==> src/rtl/shift_rotate_if.sv <==
// Handshake and operand/result bundle for the iterative shift/rotate unit.
interface shift_rotate_if #(
    parameter int WIDTH = 16
);
    localparam int AW = $clog2(WIDTH);

    logic             enable;
    logic             start;
    logic [2:0]       mode;
    logic [WIDTH-1:0] data_in;
    logic [AW-1:0]    amount;
    logic [WIDTH-1:0] result;
    logic             cf;
    logic             zf;
    logic             nf;
    logic             busy;
    logic             done;

    modport master (
        output enable, start, mode, data_in, amount,
        input  result, cf, zf, nf, busy, done
    );

    modport slave (
        input  enable, start, mode, data_in, amount,
        output result, cf, zf, nf, busy, done
    );
endinterface

==> src/rtl/shift_rotate_unit.sv <==
// Iterative shift/rotate unit: up to STEP bit positions per enabled clock,
// start/busy/done handshake, cf/zf/nf flags published when the operation completes.
module shift_rotate_unit #(
    parameter int WIDTH = 16,
    parameter int STEP  = 1
) (
    input logic           clock,
    input logic           reset,
    shift_rotate_if.slave bus
);
    localparam int AW = $clog2(WIDTH);
    localparam logic [AW-1:0] STEP_W = AW'(STEP);

    typedef enum logic [1:0] {IDLE, SHIFT, DONE} state_t;
    typedef enum logic [2:0] {M_SLL, M_SRL, M_SRA, M_ROL, M_ROR} op_t;

    state_t           state;
    op_t              op;
    logic [WIDTH-1:0] work;
    logic [AW-1:0]    remaining;
    logic [WIDTH-1:0] result;
    logic             cf, zf, nf, busy, done;

    logic [AW-1:0]    step_n;
    logic [WIDTH-1:0] nxt;
    logic             nxt_c;

    // One pass = up to STEP single-bit moves; the final move leaves its bit in nxt_c.
    always_comb begin
        step_n = (remaining > STEP_W) ? STEP_W : remaining;
        nxt    = work;
        nxt_c  = 1'b0;
        for (int unsigned i = 0; i < STEP; i++) begin
            if (AW'(i) < step_n) begin
                case (op)
                    M_SLL: begin nxt_c = nxt[WIDTH-1]; nxt = {nxt[WIDTH-2:0], 1'b0}; end
                    M_SRL: begin nxt_c = nxt[0]; nxt = {1'b0, nxt[WIDTH-1:1]}; end
                    M_SRA: begin nxt_c = nxt[0]; nxt = {nxt[WIDTH-1], nxt[WIDTH-1:1]}; end
                    M_ROL: begin nxt_c = nxt[WIDTH-1]; nxt = {nxt[WIDTH-2:0], nxt[WIDTH-1]}; end
                    M_ROR: begin nxt_c = nxt[0]; nxt = {nxt[0], nxt[WIDTH-1:1]}; end
                    default: ;
                endcase
            end
        end
    end

    always_ff @(posedge clock or negedge reset) begin
        if (!reset) begin
            state     <= IDLE;
            op        <= M_SLL;
            work      <= '0;
            remaining <= '0;
            result    <= '0;
            cf        <= 1'b0;
            zf        <= 1'b0;
            nf        <= 1'b0;
            busy      <= 1'b0;
            done      <= 1'b0;
        end else if (bus.enable) begin
            case (state)
                IDLE: begin
                    if (bus.start) begin
                        if (bus.mode <= 3'd4 && bus.amount != '0) begin
                            work      <= bus.data_in;
                            op        <= op_t'(bus.mode);
                            remaining <= bus.amount;
                            busy      <= 1'b1;
                            state     <= SHIFT;
                        end else begin
                            // Zero count or reserved mode: pass operand straight through.
                            result <= bus.data_in;
                            cf     <= 1'b0;
                            zf     <= (bus.data_in == '0);
                            nf     <= bus.data_in[WIDTH-1];
                            done   <= 1'b1;
                            state  <= DONE;
                        end
                    end
                end
                SHIFT: begin
                    work      <= nxt;
                    remaining <= remaining - step_n;
                    if (remaining == step_n) begin
                        result <= nxt;
                        cf     <= nxt_c;
                        zf     <= (nxt == '0);
                        nf     <= nxt[WIDTH-1];
                        busy   <= 1'b0;
                        done   <= 1'b1;
                        state  <= DONE;
                    end
                end
                DONE: begin
                    done  <= 1'b0;
                    state <= IDLE;
                end
                default: state <= IDLE;
            endcase
        end
    end

    assign bus.result = result;
    assign bus.cf     = cf;
    assign bus.zf     = zf;
    assign bus.nf     = nf;
    assign bus.busy   = busy;
    assign bus.done   = done;
endmodule

==> src/flat_wrapper.sv <==
// flat-port wrapper written by rule: the top's interface ports become plain ports
module shift_rotate_unit_flat 
#(
    parameter int WIDTH = 16,
    parameter int STEP  = 1
)
  (clock, reset, bus_enable, bus_start, bus_mode, bus_data_in, bus_amount, bus_result, bus_cf, bus_zf, bus_nf, bus_busy, bus_done);
  shift_rotate_if #(.WIDTH(WIDTH)) bus_i ();
  input logic clock;
  input logic reset;
  input wire logic [$bits(bus_i.enable)-1:0] bus_enable;
  input wire logic [$bits(bus_i.start)-1:0] bus_start;
  input wire logic [$bits(bus_i.mode)-1:0] bus_mode;
  input wire logic [$bits(bus_i.data_in)-1:0] bus_data_in;
  input wire logic [$bits(bus_i.amount)-1:0] bus_amount;
  output wire logic [$bits(bus_i.result)-1:0] bus_result;
  output wire logic [$bits(bus_i.cf)-1:0] bus_cf;
  output wire logic [$bits(bus_i.zf)-1:0] bus_zf;
  output wire logic [$bits(bus_i.nf)-1:0] bus_nf;
  output wire logic [$bits(bus_i.busy)-1:0] bus_busy;
  output wire logic [$bits(bus_i.done)-1:0] bus_done;
  assign bus_i.enable = bus_enable;
  assign bus_i.start = bus_start;
  assign bus_i.mode = bus_mode;
  assign bus_i.data_in = bus_data_in;
  assign bus_i.amount = bus_amount;
  assign bus_result = bus_i.result;
  assign bus_cf = bus_i.cf;
  assign bus_zf = bus_i.zf;
  assign bus_nf = bus_i.nf;
  assign bus_busy = bus_i.busy;
  assign bus_done = bus_i.done;
  shift_rotate_unit #(.WIDTH(WIDTH), .STEP(STEP)) u_core (.clock(clock), .reset(reset), .bus(bus_i));
endmodule
==> config.mk <==
export PLATFORM = sky130hd
export DESIGN_NAME = shift_rotate_unit_flat
export DESIGN_NICKNAME = d
export VERILOG_FILES = /design/src/rtl/shift_rotate_if.sv /design/src/rtl/shift_rotate_unit.sv /design/src/flat_wrapper.sv
export SDC_FILE = /design/constraint.sdc
export NUM_CORES = 1
export LEC_CHECK = 0
export CAP_MARGIN = 0
export CORE_ASPECT_RATIO = 1.25
export CORE_MARGIN = 2
export CORE_UTILIZATION = 32
export CTS_CLUSTER_DIAMETER = 100
export DETAILED_ROUTE_END_ITERATION = 7
export HOLD_SLACK_MARGIN = 0.08
export MAX_ROUTING_LAYER = met4
export PLACE_DENSITY = 0.61
export SYNTH_ARGS = -nofsm -noshare
export SYNTH_HDL_FRONTEND = slang
export SYNTH_SLANG_ARGS = --single-unit
==> constraint.sdc <==
create_clock -name clock -period 2.2 [get_ports clock]
set_input_delay 0.44 -clock clock [delete_from_list [all_inputs] [get_ports clock]]
set_output_delay 0.44 -clock clock [all_outputs]
set_load 0.02 [all_outputs]
Word level (Yosys, flattened, before mapping)
Cells that the tools add are included.
{"block": "op_classes", "addsub": 1, "multipliers": 0, "div_mod_pow": 0, "magnitude_cmp": 3, "n_eq_ne": 11, "shifts": 0, "n_mux": 39, "n_bitwise": 0, "reduce_logical": 16}
{"cell": "16-bit 2-to-1 mux", "count": 6}
{"cell": "16-bit case mux with 5 select lines", "count": 1}
{"cell": "16-bit case mux with 2 select lines", "count": 2}
{"cell": "16-bit zero test", "count": 2}
{"cell": "1-bit 2-to-1 mux", "count": 16}
{"cell": "5-bit AND reduction", "count": 3}
{"cell": "4-bit 2-to-1 mux", "count": 3}
{"cell": "1-bit case mux with 2 select lines", "count": 5}
{"cell": "4-bit case mux with 2 select lines", "count": 1}
{"cell": "4-bit AND reduction", "count": 2}
{"cell": "3-bit by 2-bit equality test with 1-bit output, second input constant", "count": 2}
{"cell": "2-bit 2-to-1 mux", "count": 3}
{"cell": "4-bit equality test", "count": 1}
{"cell": "4-bit by 1-bit greater-than comparator with 1-bit output, second input constant", "count": 1}
{"cell": "1-bit by 4-bit < comparator with 1-bit output, first input constant", "count": 1}
{"cell": "2-bit by 1-bit inequality test with 1-bit output, second input constant", "count": 2}
{"cell": "2-bit inequality test, second input constant", "count": 2}
{"cell": "2-bit case mux with 2 select lines", "count": 1}
{"cell": "4-bit nonzero test", "count": 1}
{"cell": "4-bit subtractor", "count": 1}
{"cell": "3-bit by 1-bit equality test with 1-bit output, second input constant", "count": 1}
{"cell": "3-bit equality test, second input constant", "count": 1}
{"cell": "3-bit less-or-equal comparator, second input constant", "count": 1}
{"cell": "3-bit zero test", "count": 1}
{"cell": "other kinds (10)", "count": 10}
{"block": "word_totals", "reg_bits": 46, "latchBits": 0, "mem_bits_rw": 0, "rom_bits": 0, "input_bits": 27, "output_inout_bits": 21, "mem_count": 0}

Depth between registers and ports, before layout
Gate-level depths: netlist of the first run.
{"block": "depth", "depth_word": 7, "ltp_mapped": 9, "depth_no_buf": 7}

Least setup slack after synthesis of the first run
No wires, ideal clock.
{"block": "synth_path", "kind": "register to register", "startpoint": "register u_core.remaining[2]", "endpoint": "register u_core.zf, in the netlist u_core.bus.zf", "setup_time_ns": 0.077, "arrival_time_ns": 1.957, "required_ns": 2.123, "setup_slack_ns": 0.165, "path_stages_with_launch": 9, "path_buffers": 2, "path_cell_list": "dfrtp_1 or4_4 buf_6 and2_4 buf_6 a221oi_2 nor4b_2 nand4_1 a21oi_1"}
{"block": "synth_via", "elab_chain_cells": 7, "word_cells_on_any_way": 10}
{"item": "start: declaration", "line_no": "shift_rotate_unit.sv:20", "source": "logic [AW-1:0] remaining;"}
{"item": "start signal: assignment", "line_no": "shift_rotate_unit.sv:66", "source": "remaining <= bus.amount;"}
{"item": "start signal: assignment", "line_no": "shift_rotate_unit.sv:82", "source": "remaining <= remaining - step_n;"}
{"item": "4-bit by 1-bit greater-than comparator with 1-bit output", "line_no": "shift_rotate_unit.sv:30", "source": "step_n = (remaining > STEP_W) ? STEP_W : remaining;"}
{"item": "4-bit 2-to-1 mux", "line_no": "shift_rotate_unit.sv:30"}
{"item": "1-bit by 4-bit < comparator with 1-bit output", "line_no": "shift_rotate_unit.sv:34", "source": "if (AW'(i) < step_n) begin"}
{"item": "16-bit 2-to-1 mux", "line_no": "shift_rotate_unit.sv:34"}
{"item": "16-bit zero test", "line_no": "shift_rotate_unit.sv:86", "source": "zf <= (nxt == '0);"}
{"item": "1-bit 2-to-1 mux", "line_no": "shift_rotate_unit.sv:83", "source": "if (remaining == step_n) begin"}
{"item": "1-bit case mux with 2 select lines", "line_no": "shift_rotate_unit.sv:60", "source": "case (state)"}
{"item": "end signal: assignment", "line_no": "shift_rotate_unit.sv:73", "source": "zf <= (bus.data_in == '0);"}
{"item": "end signal: assignment", "line_no": "shift_rotate_unit.sv:86"}
{"item": "end: declaration", "line_no": "shift_rotate_unit.sv:22", "source": "logic cf, zf, nf, busy, done;"}
Several ways; a longest one is shown, not always the timed one. The select of a mux whose other input is x is not followed.
A chain may end at the register's enable or synchronous reset.

Final worst setup path of the first run
{"block": "layout_path", "startpoint": "register u_core.remaining[3]", "endpoint": "register u_core.zf, in the netlist u_core.bus.zf"}
The elaborated chain is that of the path after synthesis.

==> results of run 1 <==
state kept, by name, summed over array words and instances, names as in the netlist:
name,count
u_core.work,16
u_core.bus.result,15
u_core.remaining,4
u_core.op,3
u_core.state,2
u_core.bus.busy,1
u_core.bus.cf,1
u_core.bus.done,1
u_core.bus.nf,1
u_core.bus.zf,1
area by class of cell:
class,instances,area [um2]
flip-flops and latches,45,1130
clock buffers,6,72.6
multi-input cells,215,1460
repair buffers,85,806
fillers,744,4240
clock inverters,2,10.0
well taps,95,119
inverters,3,11.3
worst paths after layout:
path | to | startpoint | slack [ps]
worst max-delay path | u_core.bus.zf | u_core.remaining[3] | 50
worst min register to register | u_core.bus.result[6] | u_core.bus.result[6] | 480
worst min-delay path | u_core.remaining[3] | reset | 180
max in group asynchronous | u_core.bus.result[14] | reset | 1430
worst max register to register | u_core.bus.zf | u_core.remaining[3] | 50
min in group clock | u_core.bus.result[6] | u_core.bus.result[6] | 480
power groups by stage:
| stage | clock network [mW] | registers (mW) | logic (mW) |
|---|---|---|---|
| after floorplan | 0 | 1.73 | 2.09 |
| final | 0.505 | 1.64 | 3.86 |
| after CTS | 0.511 | 1.62 | 3.45 |
| after global routing | 0.545 | 1.70 | 4.22 |
| after detailed placement | 0 | 1.62 | 3.41 |
| after global placement | 0 | 1.61 | 3.36 |
synthesized netlist by cell type, drive strengths merged:
| library cell | instances |
|---|---|
| a221oi | 1 |
| nor3 | 1 |
| clkbuf | 18 |
| o21ai | 26 |
| and2 | 1 |
| nand3b | 14 |
| nor2b | 2 |
| nand4b | 2 |
| xnor2 | 1 |
| buf | 8 |
| a21oi | 34 |
| dfrtp | 45 |
| nor4 | 8 |
| ha | 2 |
| nand4 | 1 |
| nand2 | 27 |
| inv | 3 |
| o2111ai | 1 |
| and3 | 1 |
| a21o | 2 |
| mux2 | 7 |
| or4 | 1 |
| mux2i | 16 |
| o31ai | 4 |
| nor2 | 23 |
| xor2 | 1 |
| a31oi | 17 |
| nand3 | 1 |
| o211ai | 15 |
| a32o | 1 |
| nand2b | 2 |
| a2111o | 1 |
| nor4b | 2 |
worst max-delay path, stage by stage (launching register included):
cell and delay, ps:
dfrtp_1 390, or4_4 570, buf_12 170, a21oi_4 140
a31oi_4 60, nor4_4 320, buf_4 150, nand4_1 100
a21oi_1 160
placed cells by master, fill, tap and decap left out, types with 2 or more instances in the layout:
cell	Yosys	layout
clkdlybuf4s50_1	0	46
dfrtp_1	45	45
buf_4	1	34
a21oi_1	34	32
nand2_1	27	27
o21ai_0	22	21
nor2_1	23	21
mux2i_1	16	16
o211ai_1	15	15
nand3b_1	14	14
a31oi_1	17	14
mux2_2	7	7
nor4_1	8	5
clkbuf_8	0	5
o31ai_1	4	4
o21ai_1	4	4
inv_1	3	3
buf_12	0	3
nor2_2	0	2
a21o_1	2	2
nor4_2	0	2
a31oi_2	0	2
nand4b_1	2	2
nand2b_1	2	2
ha_1	2	2
clkinv_2	0	2
through the flow:
step	utilization	area [um2]
detailed placement	0.424	3320
floorplan	-	2600
CTS	0.437	3430
finish	0.460	3600
global placement	0.424	3320
global route	0.460	3600
what timing repair did:
item                       4_1_cts  5_1_grt
setup endpoints to repair        4       30
pin swaps                        1        7
gates cloned                     0        1
gates resized for setup          3       15
setup buffers                    0        8
cells by family (layout without fill, tap and decap cells):
logic type / count (synthesis) / after routing / share of synthesized area
AO/OA/AOI/OAI: 102 / 102 / 0.234
XOR/XNOR: 2 / 2 / 0.00674
adder cells (fa/ha/maj): 2 / 2 / 0.00962
buffers and inverters: 29 / 96 / 0.0505
flip-flops: 45 / 45 / 0.433
multiplexers: 23 / 23 / 0.0919
AND/OR/NAND/NOR: 86 / 86 / 0.174
layer usage:
metal | vias up | global-route usage
met3 | 8 | 0.0253
met1 | 1207 | 0.191
li1 | 1194 | -
met4 | 0 | 0.0465
met2 | 68 | 0.281
met5 | - | -
==> results.toml, run 1 <==
[routing]
postRouteAntennaNets = 0
detail_route.iter0.violations = 176
drc = 0
dr.pass1.iters = 4
vias = 2477
wl_met3_um = 267
post_drt_wl_per_cell_um = 15.9
wl_met2_um = 3810
top_layer_used = "met4"
vias_per_cell = 5.49
drt_wl_total_um = 7170
wl_met1_um = 3000

[timing]
tightestPinTransition_ps = 706
final.period_utilization = 0.978
setup_ws_ps = 48.1
max_freq_ghz = 0.465
rsz0062_at_grt = "yes"
skew_ps = 7.21
hold_slack_ps = 184
fin_setup_tns_ps = 0
drv_slew = 0
period_minus_slack_ps = 2150
slew_headroom = 0.529
setup_violations = 0
hold_viol_final = 0

[worst_setup_path]
cp_max_fo = 8
worstPathRequired_ps = 2430
crit_arrival_ps = 2380
crit_type = "reg2reg"
r2r_cells = 8
endpoint_kind = "register"
cp-start-kind = "register"

[clock_network]
root_buffer = "clkbuf_8"
max-clock-path-buffers = 2
cts.sinks = 45
cts_max_level = 2
hold_buffers = 0
cts_made_buffers = 5
cts_tree = "yes"
path_clk_slew_ps = 90
clk_latency_ps = 300

[synth]
yosys.area.top_type_share = 0.433
synth_nets = 318
synth.avg_cell_area_um2 = 9.00
syn_area_um2 = 2600
synth.ff_latch_count = 45
synthTopCellsByArea = "dfrtp_1 43%, a21oi_1 6.5%, mux2i_1 6.2%"
yosysSeqAreaShare = 0.433
syn-instance-count = 289
synthDistinctLibCells = 38
synth_top_area_cell = "dfrtp_1"
yosysWarnings = 0

[pwr]
peakVddDrop_mv = 0.663
switching_share = 0.466
p_clk_frac = 0.084
switching_power_mw = 2.80
power.leakage_nw = 1.43
p_comb_frac = 0.643
internal_power_mw = 3.20
p_per_area_nw_per_um2 = 1670
seq_power_share = 0.273
p_total_mw = 6.00

[floorplan]
die_area_um2 = 8870
initial_core_util = 0.332
rows = 36
die_w_um = 84.6
core-area_um2 = 7840
io_pins = 48
dieHeight_um = 105

[grt]
grt_pass1_wl_um = 11500
grt_use_total = 0.161
antenna_found_initial = 0
overflow = 0
grt_max_degree = 33
grt_pass1_vias = 2376

[layout]
antennaDiodeCount = 0
layout.nets = 384
area_delta_synth_final_pct = 38.5
fin_cells = 451
drive_gt1_frac = 0.199

[worst_hold_path]
hp-class = "in2async"

[job]
maxCapViolCount = 0

[placed_design]
place_congestion = 0.807
placedCellCount = 434
dp_slack_ps = -357
io_buffer_count = 47
hpwl_um = 5100

[outcome]
status = "finished, final reports clean"
Note: power is estimated with default switching activity, not from simulation.
==> inputs of run 2 (changes only) <==
--- a/config.mk
+++ b/config.mk
@@ -13,7 +13,7 @@
 export DETAILED_ROUTE_END_ITERATION = 7
 export HOLD_SLACK_MARGIN = 0.08
 export MAX_ROUTING_LAYER = met4
-export PLACE_DENSITY = 0.61
+export PLACE_DENSITY = 0.52
 export SYNTH_ARGS = -nofsm -noshare
 export SYNTH_HDL_FRONTEND = slang
 export SYNTH_SLANG_ARGS = --single-unit
==> run 2 against run 1 <==
Effect of this change: final area rose by 2.2%; clock skew grew 4.3 ps; highest routed layer unchanged; setup slack got worse by 14 ps; register-to-register slack barely moved; hold slack worse by 80 ps.
==> results.toml, run 2 (same netlist as run 1, synthesis figures left out) <==
[clock_network]
clk_latency_ps = 300
hold_buffers = 0
cts_tree = "yes"
cts.sinks = 45
root_buffer = "clkbuf_8"
cts_made_buffers = 5
max-clock-path-buffers = 2
path_clk_slew_ps = 90
cts_max_level = 2

[worst_setup_path]
cp.depth = 8
crit_type = "reg2reg"
r2r_cells = 8
cp-start-kind = "register"
path_delay_family = "simple AND/OR/NAND/NOR gates"
cpMaxStageDelayCell = "or4_4"
slowest_delay_ps = 600
crit_start = "u_core.remaining[0]"
cp_num_buf_inv = 2
cp_max_fo = 5
crit_arrival_ps = 2350
r2r-start = "u_core.remaining[0]"
cp_cell_sequence = "or4_4 -> and2_4 -> buf_4 -> a31oi_1 -> nor4_4 -> buf_4 -> nand4_1 -> a21oi_1"
r2r_end = "u_core.bus.zf"
crit_end = "u_core.bus.zf"
endpoint_kind = "register"
critPathMostFrequentCell = "buf_4"
r2r_setup_slack_ps = 30
worstPathRequired_ps = 2380

[layout]
regMostFlops = "u_core.work"
fin_util = 0.470
drive_gt1_frac = 0.208
stdcell_area_um2 = 3680
multi_input_area_um2 = 1470
final_cell_mix = "46 x clkdlybuf4s50_1, 44 x dfrtp_1, 37 x buf_4"
layout.nets = 388
n_fill_cell = 789
area_delta_synth_final_pct = 41.6
largest_reg_flops = 16
reg_top3 = "u_core.work x16, u_core.bus.result x15, u_core.remaining x4"
ff_latch_area_um2 = 1130
antennaDiodeCount = 0
final_common_cell = "clkdlybuf4s50_1"

[grt]
grt_pass1_wl_um = 11900
antenna_found_initial = 0
grt_use_total = 0.170
grt_max_degree = 25
grt_pass1_vias = 2423
overflow = 0

[routing]
dr.pass1.iters = 4
vias = 2439
drc = 0
vias_per_cell = 5.36
detail_route.iter0.violations = 150
post_drt_wl_per_cell_um = 15.8
drt_wl_total_um = 7210
postRouteAntennaNets = 0

[timing]
rsz0062_at_grt = "yes"
setup_ws_ps = 33.8
skew_ps = 11.5
drv_slew = 0
final.period_utilization = 0.985
fin_setup_tns_ps = 0
tightestPinTransition_ps = 536
period_minus_slack_ps = 2170
max_freq_ghz = 0.462
slew_headroom = 0.643
setup_violations = 0
hold_viol_final = 0

[floorplan]
io_pins = 48
die_w_um = 84.6
dieHeight_um = 105
core-area_um2 = 7840
rows = 36
die_area_um2 = 8870
initial_core_util = 0.332

[job]
maxCapViolCount = 0

[pwr]
p_per_area_nw_per_um2 = 1710
p_total_mw = 6.28
peakVddDrop_mv = 0.724
power.leakage_nw = 1.47

[placed_design]
place_congestion = 0.838
dp_slack_ps = -319
io_buffer_count = 47
placed_cell_area_um2 = 3380
hpwl_um = 5330

[worst_hold_path]
hp-class = "in2async"

[outcome]
status = "finished, final reports clean"
## run 2: cell count changes in the layout (fill, tap and decap cells not counted), sizes merged
cell	before	now
buf	38	42
bufinv	0	1
clkinv	2	0
clkbuf	7	8
## run 2: how the worst min path moves through the flow
stage	to	slack, ps
2_1_floorplan	u_core.bus.busy	140
3_3_place_gp	u_core.bus.nf	450
3_5_place_dp	u_core.bus.done	460
4_1_cts	u_core.bus.done	130
5_1_grt	u_core.bus.done	160
6_report	u_core.bus.done	100
## run 2: report_power, final
part	leakage [nW]	internal, mW	switching (mW)
logic	0.886	1.87	2.10
registers	0.527	1.23	0.427
clock network	0.0585	0.371	0.295
## run 2: per-layer routing
layer / track usage / vias up / part of all wire
met3: 0.0245 / 6 / 0.027
met1: 0.212 / 1188 / 0.44
li1: - / 1208 / -
met5: - / - / 0
met2: 0.290 / 37 / 0.53
met4: 0.0431 / 0 / 0.011
## run 2: final cells by class
type                            count  area share
Multi-Input combinational cell    215       0.399
Tap cell                           95      0.0323
Inverter                            3     0.00306
Timing Repair Buffer               89       0.228
Clock buffer                        7      0.0234
Sequential cell                    45       0.306
Clock inverter                      1     0.00815
## run 2: timing repair
item / CTS / global route
pin swaps: 0 / 7
gates resized for setup: 1 / 19
setup endpoints to repair: 1 / 35
cloned: 0 / 1
buffers inserted: 0 / 5
## run 2: metrics by stage
step                      instances  hold slack (ps)
after floorplan                 289              144
after global placement          441              449
after detailed placement        441              463
after CTS                       449              129
after global routing            455              157
final                           455              104
